<file path="src/rtl/piso_serializer_if.sv">
// Handshake bundle for the parallel-in, serial-out serializer.
// The parallel source drives i_data/i_valid and the serial sink drives i_en.
// The serializer returns o_ready and the serial stream with its framing flags.
interface piso_serializer_if #(
  parameter int WIDTH = 8
);

  logic [WIDTH-1:0] i_data;
  logic             i_valid;
  logic             o_ready;
  logic             i_en;
  logic             o_a;
  logic             o_valid;
  logic             o_first;
  logic             o_last;

  // Serializer side
  modport slave (
    input  i_data, i_valid, i_en,
    output o_ready, o_a, o_valid, o_first, o_last
  );

  // Source/sink side
  modport master (
    output i_data, i_valid, i_en,
    input  o_ready, o_a, o_valid, o_first, o_last
  );

endinterface

</file>
<file path="src/rtl/piso_serializer.sv">
// Parallel-in, serial-out converter.
// A WIDTH-bit word is taken over a valid/ready handshake and then emitted
// one bit per consumed cycle, with first/last framing flags.
// Back-to-back words stream with no gap, and i_en stalls the serial side.
// All outputs except o_ready come from registered state only. o_ready also
// depends on i_en, so that a new word can be loaded on the same edge that
// consumes the last bit of the current word.
module piso_serializer #(
  parameter int WIDTH     = 8,
  parameter bit LSB_FIRST = 1'b1
) (
  input  logic                   i_clk,
  input  logic                   i_rst_n,
  piso_serializer_if.slave       bus
);

  localparam int              CW       = (WIDTH > 1) ? $clog2(WIDTH) : 1;
  localparam logic [CW-1:0]   LAST_IDX = CW'(WIDTH - 1);

  typedef enum logic {
    IDLE  = 1'b0,
    SHIFT = 1'b1
  } state_e;

  state_e           state_q, state_d;
  logic [WIDTH-1:0] shift_q, shift_d;
  logic [CW-1:0]    cnt_q,   cnt_d;

  logic at_last;
  logic ready;
  logic accept;
  logic out_bit;
  logic [WIDTH-1:0] shifted;

  assign at_last = (cnt_q == LAST_IDX);
  assign ready   = (state_q == IDLE) ||
                   ((state_q == SHIFT) && at_last && bus.i_en);
  assign accept  = bus.i_valid && ready;

  // The bit on the output is at the end of the register that sits nearest the output.
  // Vacated positions are filled with zero.
  assign out_bit = LSB_FIRST ? shift_q[0] : shift_q[WIDTH-1];
  assign shifted = LSB_FIRST ? {1'b0, shift_q[WIDTH-1:1]}
                             : {shift_q[WIDTH-2:0], 1'b0};

  // State, shift register and counter update on the rising edge; reset clears a word in flight.
  always_ff @(posedge i_clk or negedge i_rst_n) begin
    if (!i_rst_n) begin
      state_q <= IDLE;
      shift_q <= '0;
      cnt_q   <= '0;
    end else begin
      state_q <= state_d;
      shift_q <= shift_d;
      cnt_q   <= cnt_d;
    end
  end

  // Next state logic: load on accept, shift on consume, go idle after the last bit if nothing is waiting.
  always_comb begin
    state_d = state_q;
    shift_d = shift_q;
    cnt_d   = cnt_q;
    unique case (state_q)
      IDLE: begin
        if (accept) begin
          shift_d = bus.i_data;
          cnt_d   = '0;
          state_d = SHIFT;
        end
      end
      SHIFT: begin
        if (bus.i_en) begin
          if (at_last) begin
            if (bus.i_valid) begin
              shift_d = bus.i_data;
              cnt_d   = '0;
              state_d = SHIFT;
            end else begin
              shift_d = '0;
              cnt_d   = '0;
              state_d = IDLE;
            end
          end else begin
            shift_d = shifted;
            cnt_d   = cnt_q + CW'(1);
          end
        end
      end
      default: begin
        state_d = IDLE;
        shift_d = '0;
        cnt_d   = '0;
      end
    endcase
  end

  // Serial outputs and framing flags are decoded from registered state only.
  assign bus.o_valid = (state_q == SHIFT);
  assign bus.o_a     = (state_q == SHIFT) && out_bit;
  assign bus.o_first = (state_q == SHIFT) && (cnt_q == '0);
  assign bus.o_last  = (state_q == SHIFT) && at_last;
  assign bus.o_ready = ready;

endmodule

</file>
<file path="src/flat_wrapper.sv">
// flat-port wrapper written by rule: the top's interface ports become plain ports
module piso_serializer_flat 
#(
  parameter int WIDTH     = 8,
  parameter bit LSB_FIRST = 1'b1
)
  (i_clk, i_rst_n, bus_i_data, bus_i_valid, bus_i_en, bus_o_ready, bus_o_a, bus_o_valid, bus_o_first, bus_o_last);
  piso_serializer_if #(.WIDTH(WIDTH)) bus_i ();
  input  logic i_clk;
  input  logic i_rst_n;
  input wire logic [$bits(bus_i.i_data)-1:0] bus_i_data;
  input wire logic [$bits(bus_i.i_valid)-1:0] bus_i_valid;
  input wire logic [$bits(bus_i.i_en)-1:0] bus_i_en;
  output wire logic [$bits(bus_i.o_ready)-1:0] bus_o_ready;
  output wire logic [$bits(bus_i.o_a)-1:0] bus_o_a;
  output wire logic [$bits(bus_i.o_valid)-1:0] bus_o_valid;
  output wire logic [$bits(bus_i.o_first)-1:0] bus_o_first;
  output wire logic [$bits(bus_i.o_last)-1:0] bus_o_last;
  assign bus_i.i_data = bus_i_data;
  assign bus_i.i_valid = bus_i_valid;
  assign bus_i.i_en = bus_i_en;
  assign bus_o_ready = bus_i.o_ready;
  assign bus_o_a = bus_i.o_a;
  assign bus_o_valid = bus_i.o_valid;
  assign bus_o_first = bus_i.o_first;
  assign bus_o_last = bus_i.o_last;
  piso_serializer #(.WIDTH(WIDTH), .LSB_FIRST(LSB_FIRST)) u_core (.i_clk(i_clk), .i_rst_n(i_rst_n), .bus(bus_i));
endmodule
</file>
<file path="config.mk">
export PLATFORM = sky130hd
export DESIGN_NAME = piso_serializer_flat
export DESIGN_NICKNAME = d
export VERILOG_FILES = /design/src/rtl/piso_serializer_if.sv /design/src/rtl/piso_serializer.sv /design/src/flat_wrapper.sv
export SDC_FILE = /design/constraint.sdc
export NUM_CORES = 1
export LEC_CHECK = 0
export BUFFER_PORTS_ARGS = -buffer_cell sky130_fd_sc_hd__buf_4
export CORE_AREA = 2 2 39 41
export CTS_CLUSTER_DIAMETER = 120
export DETAILED_ROUTE_END_ITERATION = 8
export DIE_AREA = 0 0 41 43
export HOLD_SLACK_MARGIN = 0.06
export PLACE_DENSITY = 0.72
export RECOVER_POWER = 50
export REMOVE_ABC_BUFFERS = 1
export SYNTH_ARGS = -nofsm -noshare
export SYNTH_HDL_FRONTEND = slang
export SYNTH_SLANG_ARGS = --single-unit
</file>
<file path="constraint.sdc">
create_clock -name i_clk -period 2.85 [get_ports i_clk]
set_clock_uncertainty 0.2 [all_clocks]
set_input_delay 0.285 -clock i_clk [delete_from_list [all_inputs] [get_ports i_clk]]
set_output_delay 0.285 -clock i_clk [all_outputs]
set_load 0.005 [all_outputs]
</file>
# Word-level counts from Yosys, hierarchy flattened

Cells that the tools add are included.

Bits in registers: 12
Bits in latches: 0
Memory bits (writable): 0
Bits in read-only memories: 0
Input port bits: 12
Output and inout bits: 5
Logic and storage cells: 30
Memories: 0

Add/subtract/negate cells: 1
$mul: 0
Div/mod/pow operators: 0
Order comparisons: 0
Eq/ne operators: 3
Shift operators: 0
Mux-type cells: 14
Bitwise logic cells: 1
Reductions and logical operators: 8

Operators with widths:

| cell                  | count |
|---|---|
| $mux W8               | 4 |
| $pmux W8 S2           | 1 |
| $mux W3               | 3 |
| $pmux W3 S2           | 1 |
| $logic_and A1 B1 Y1   | 5 |
| $mux W1               | 4 |
| $add A3 B1 Y3 const B | 1 |
| $eq A3 B3 Y1 const B  | 1 |
| $logic_not A3 Y1      | 1 |
| $ne A2 B1 Y1 const B  | 1 |
| $ne A2 B2 Y1 const B  | 1 |
| $pmux W1 S2           | 1 |
| $reduce_and A2 Y1     | 1 |
| $logic_or A1 B1 Y1    | 1 |
| $not A1 Y1            | 1 |

# Depth between registers and ports, before layout

Depth after elaboration: 7
Depth in mapped cells: 6
Mapped depth without buffers: 5

# Worst setup path before layout

OpenSTA, ideal clock, no wires.

Path type: register -> register
Start point: register u_core.cnt_q[0]
End point: register u_core.shift_q[0]
Library setup time: 0.127 ns
Arrival: 1.405 ns
Required time: 2.523 ns
Setup slack: 1.118 ns
Cell stages (with the launch flop): 7
Buffers on the path: 1
Clock period less this slack: 1.732 ns
Cells stage by stage: dfrtp_1 > ha_1 > ha_1 > a21bo_1 > buf_6 > a221oi_1 > nor2_1

Longest elaborated chain between the ends: 7
Elaborated cells on any way between the ends: 10
Those cells by class: eq/ne: 2; mux: 3; reduce/logical: 5

Ends and longest elaborated chain:

| item                               | RTL line              | text |
|---|---|---|
| start, declared                    | piso_serializer.sv:27 | `logic [CW-1:0] cnt_q, cnt_d;` |
| start signal, assigned             | piso_serializer.sv:55 | `cnt_q <= cnt_d;` |
| $eq A3 B3 Y1 (*)                   | piso_serializer.sv:35 | `assign at_last = (cnt_q == LAST_IDX);` |
| $logic_and A1 B1 Y1 (2 in a row)   | piso_serializer.sv:37 | `((state_q == SHIFT) && at_last && bus.i_en);` |
| $logic_or A1 B1 Y1                 | piso_serializer.sv:36 | `assign ready = (state_q == IDLE) \|\|` |
| $logic_and A1 B1 Y1                | piso_serializer.sv:38 | `assign accept = bus.i_valid && ready;` |
| $ne A2 B1 Y1 (no source line)      | -                     |  |
| $reduce_and A2 Y1 (no source line) | -                     |  |
| end signal, assigned               | piso_serializer.sv:54 | `shift_q <= shift_d;` |
| end, declared                      | piso_serializer.sv:26 | `logic [WIDTH-1:0] shift_q, shift_d;` |

Mark *: on every way between the ends. The rest lies on a longest branch, timed or not. The select of a mux whose other input is x is not followed.
A chain may end at the register's enable or synchronous reset.

# Final worst setup path

Start point: register u_core.cnt_q[0]
End point: output port bus_o_ready

Longest elaborated chain between the ends: 4

Ends and longest elaborated chain:

| item                             | RTL line              | text |
|---|---|---|
| $eq A3 B3 Y1                     | piso_serializer.sv:35 |  |
| $logic_and A1 B1 Y1 (2 in a row) | piso_serializer.sv:37 |  |
| $logic_or A1 B1 Y1               | piso_serializer.sv:36 |  |
| end, declared                    | flat_wrapper.sv:14    | `output wire logic [$bits(bus_i.o_ready)-1:0] bus_o_ready;` |

No other way between the ends.

==> results.tsv <==
stage	metric	value	unit
run_status	status	complete, no violations	
sta	Slew headroom	56.6	%
sta	measured slew at the worst slew-check pin	0.650	ns
drt	ANT nets after route	0	
critical_path	Critical Path AT	1.39	ns
finish	Antenna diodes	0	
pwr	switching pwr	0.203	mW
die	Die Ht	43	um
synth	Syn Inst Count	61	
drt	drt via density	5.27	
pwr	peak supply drop	0.342	mV
finish	fill count	129	
pwr	Sw Share	31.6	%
clock_tree	CTS Sinks	12	
sta	RSZ-0062 raised after global routing	false	
sta	Fin. Hold Viols	0	
hold_path	worst hold path class	in2reg	
placed_design	hpwl dp	842	um
die	IO Count	17	
finish	flip-flop and latch area	300	um^2
clock_tree	CTS max path bufs	2	
pwr	Reg power frac	43.1	%
sta	Pins Over Slew Limit	0	
drt	DR pass1 iterations	4	
pwr	Comb pwr share	35.8	%
clock_tree	CTS tree	done	
global_route	initial antenna violation count	0	
die	Die ar.	0.00176	mm^2
placed_design	Placed Cells	91	
placed_design	GPL Wtd Cong	0.794	
global_route	GR Overflow Total	0	
critical_path	Worst EP required	2.37	ns
sta	setup TNS	0	ns
sta	Fin Hold WS	0.0835	ns
placed_design	pre-CTS setup slack	1.04	ns
pwr	total power	0.642	mW
global_route	number of global-route vias before repair	461	
sta	crit path time final	1.87	ns
synth	Ys Warns	0	
drt	WL final	1160	um
pwr	Int Pwr	0.439	mW
placed_design	area post-placement	737	um^2
pwr	Static Leak	0.390	nW
sta	final setup vio count	0	
clock_tree	H-tree depth	1	
critical_path	endpoint class of the critical path	output pin	
finish	area of the multi-input gates	285	um^2
synth	sequential-to-total area share from yosys stat	49.0	%
sta	FMAX	534	MHz
critical_path	CP Launch Type	register	
clock_tree	Skew-Pair Late Insertion Delay	0.27	ns
critical_path	CP Class	reg2out	
finish	most common cell after layout, fill and taps aside	nor2_1	
sta	fin crit share	65.7	%
job	maxcap violations	0	
synth	synth top area cells	dfrtp_1, a221oi_1, nor2_1	
die	initial core utilization	44.3	%
pwr	Pwr Density	807	mW/mm^2
placed_design	I/O Buffers	16	
global_route	Overall Global Routing Usage	15.5	%
global_route	first-pass GRT wire length	1860	um
synth	Synth top area share	49.0	%
critical_path	worst-path maximum fanout	5	
finish	fraction of layout cells with a size suffix above 1	24.4	%
die	core area	0.00138	mm^2
die	Die X	41	um
synth	Cell Area, Synth	613	um^2
finish	P&R area growth vs syn	29.8	%
synth	Synth area leader	dfrtp_1	
pwr	clock power share	21.1	%
finish	Finished Layout Cells	98	
sta	Final WS setup	0.977	ns
finish	final core area utilization	57.5	%
synth	Mean Syn Cell Area	10.1	um^2
finish	cell area after layout	796	um^2
finish	commonest non-fill, non-tap cells in the layout	nor2_1, buf_4, dfrtp_1, a221oi_1, nand2_1	
synth	Seq cells post-synth	12	
drt	DR WL/cell	11.8	um
die	# rows	14	
drt	routed vias	516	
drt	Initial DRC Count	14	
synth	post-synthesis cell type count	19	
clock_tree	Root Buffer	clkbuf_4	
clock_tree	Clock transition at path regs	0.08	ns
finish	nets	98	
global_route	largest net degree at the start of global routing	14	
clock_tree	CTS Buf Count	3	
drt	DR DRC count	0	
[registers in the layout, summed over array words and instances (netlist names)]
| signal | cells |
|---|---|
| u_core.bus.o_valid | 1 |
| u_core.cnt_q | 3 |
| u_core.shift_q | 8 |
[routing by layer]
| layer | vias to the layer above | wire length, um | share of wire [%] | global-route usage (%) |
|---|---|---|---|---|
| li1 | 258 | - | - | - |
| met1 | 246 | 525 | 45 | 20.7 |
| met2 | 9 | 578 | 50 | 23.8 |
| met3 | 3 | 39 | 3.4 | 1.57 |
| met4 | 0 | 17 | 1.5 | 8.00 |
| met5 | - | 0 | 0 | 0 |
[layout make-up]
type	count	share of cell area [%]
repair buffers	19	18.4
flip-flops and latches	12	37.7
clock buffers	4	4.56
multi-input cells	45	35.8
inverters	2	0.943
well taps	16	2.52
[final timing paths]
kind | startpoint | to | slack [ns] | cells past startpoint
setup / recovery | u_core.cnt_q[0] | bus_o_ready | 0.98 | 5
hold / removal | bus_i_data[2] | u_core.shift_q[2] | 0.08 | 3
setup reg to reg | u_core.cnt_q[0] | u_core.shift_q[5] | 1.03 | 5
hold reg to reg | u_core.shift_q[7] | u_core.shift_q[7] | 0.28 | 2
max in group asynchronous | i_rst_n | u_core.cnt_q[1] | 1.69 | 2
min in group asynchronous | i_rst_n | u_core.shift_q[0] | 0.35 | 2
[logic make-up (layout without fill, tap and decap cells)]
family | Yosys count | after routing | share of synthesized area, %
AOI/OAI and AO/OA | 11 | 11 | 14.7
and+or+nand+nor | 28 | 28 | 20.4
adders and majority gates | 3 | 3 | 6.12
muxes | 3 | 3 | 5.92
buffers and inverters | 4 | 25 | 3.88
DFF | 12 | 12 | 49.0
[power groups by stage]
stage                     registers (mW)  logic, mW  clock network, mW
final                              0.277      0.230              0.135
after floorplan                    0.272      0.157                  0
after global routing               0.287      0.268              0.145
after detailed placement           0.282      0.234                  0
after global placement             0.283      0.228                  0
after CTS                          0.279      0.237              0.137
[synthesized netlist by cell type]
cell / n
and2_1: 2
a221oi_1: 7
a22o_1: 1
dfrtp_1: 12
o21ai_0: 2
and3b_1: 1
nand2b_1: 1
mux2_4: 1
mux2i_1: 1
nand3_1: 3
and2b_1: 1
buf_6: 1
a21bo_1: 1
nand2_1: 4
buf_2: 1
mux2_2: 1
nor2_1: 16
ha_1: 3
inv_1: 2
[timing repair]
| item | CTS | global route |
|---|---|---|
| endpoints found under the hold margin | 14 | 0 |
| resized for setup | 0 | 0 |
| hold buffers | 3 | 0 |
| setup buffers | 0 | 0 |
[critical path, stage by stage, from the launching register on]
cell     delay, ns
dfrtp_1       0.40
ha_1          0.20
ha_1          0.22
nand2_1       0.08
nand2_1       0.06
buf_4         0.16
(Power assumes the default switching activity.)
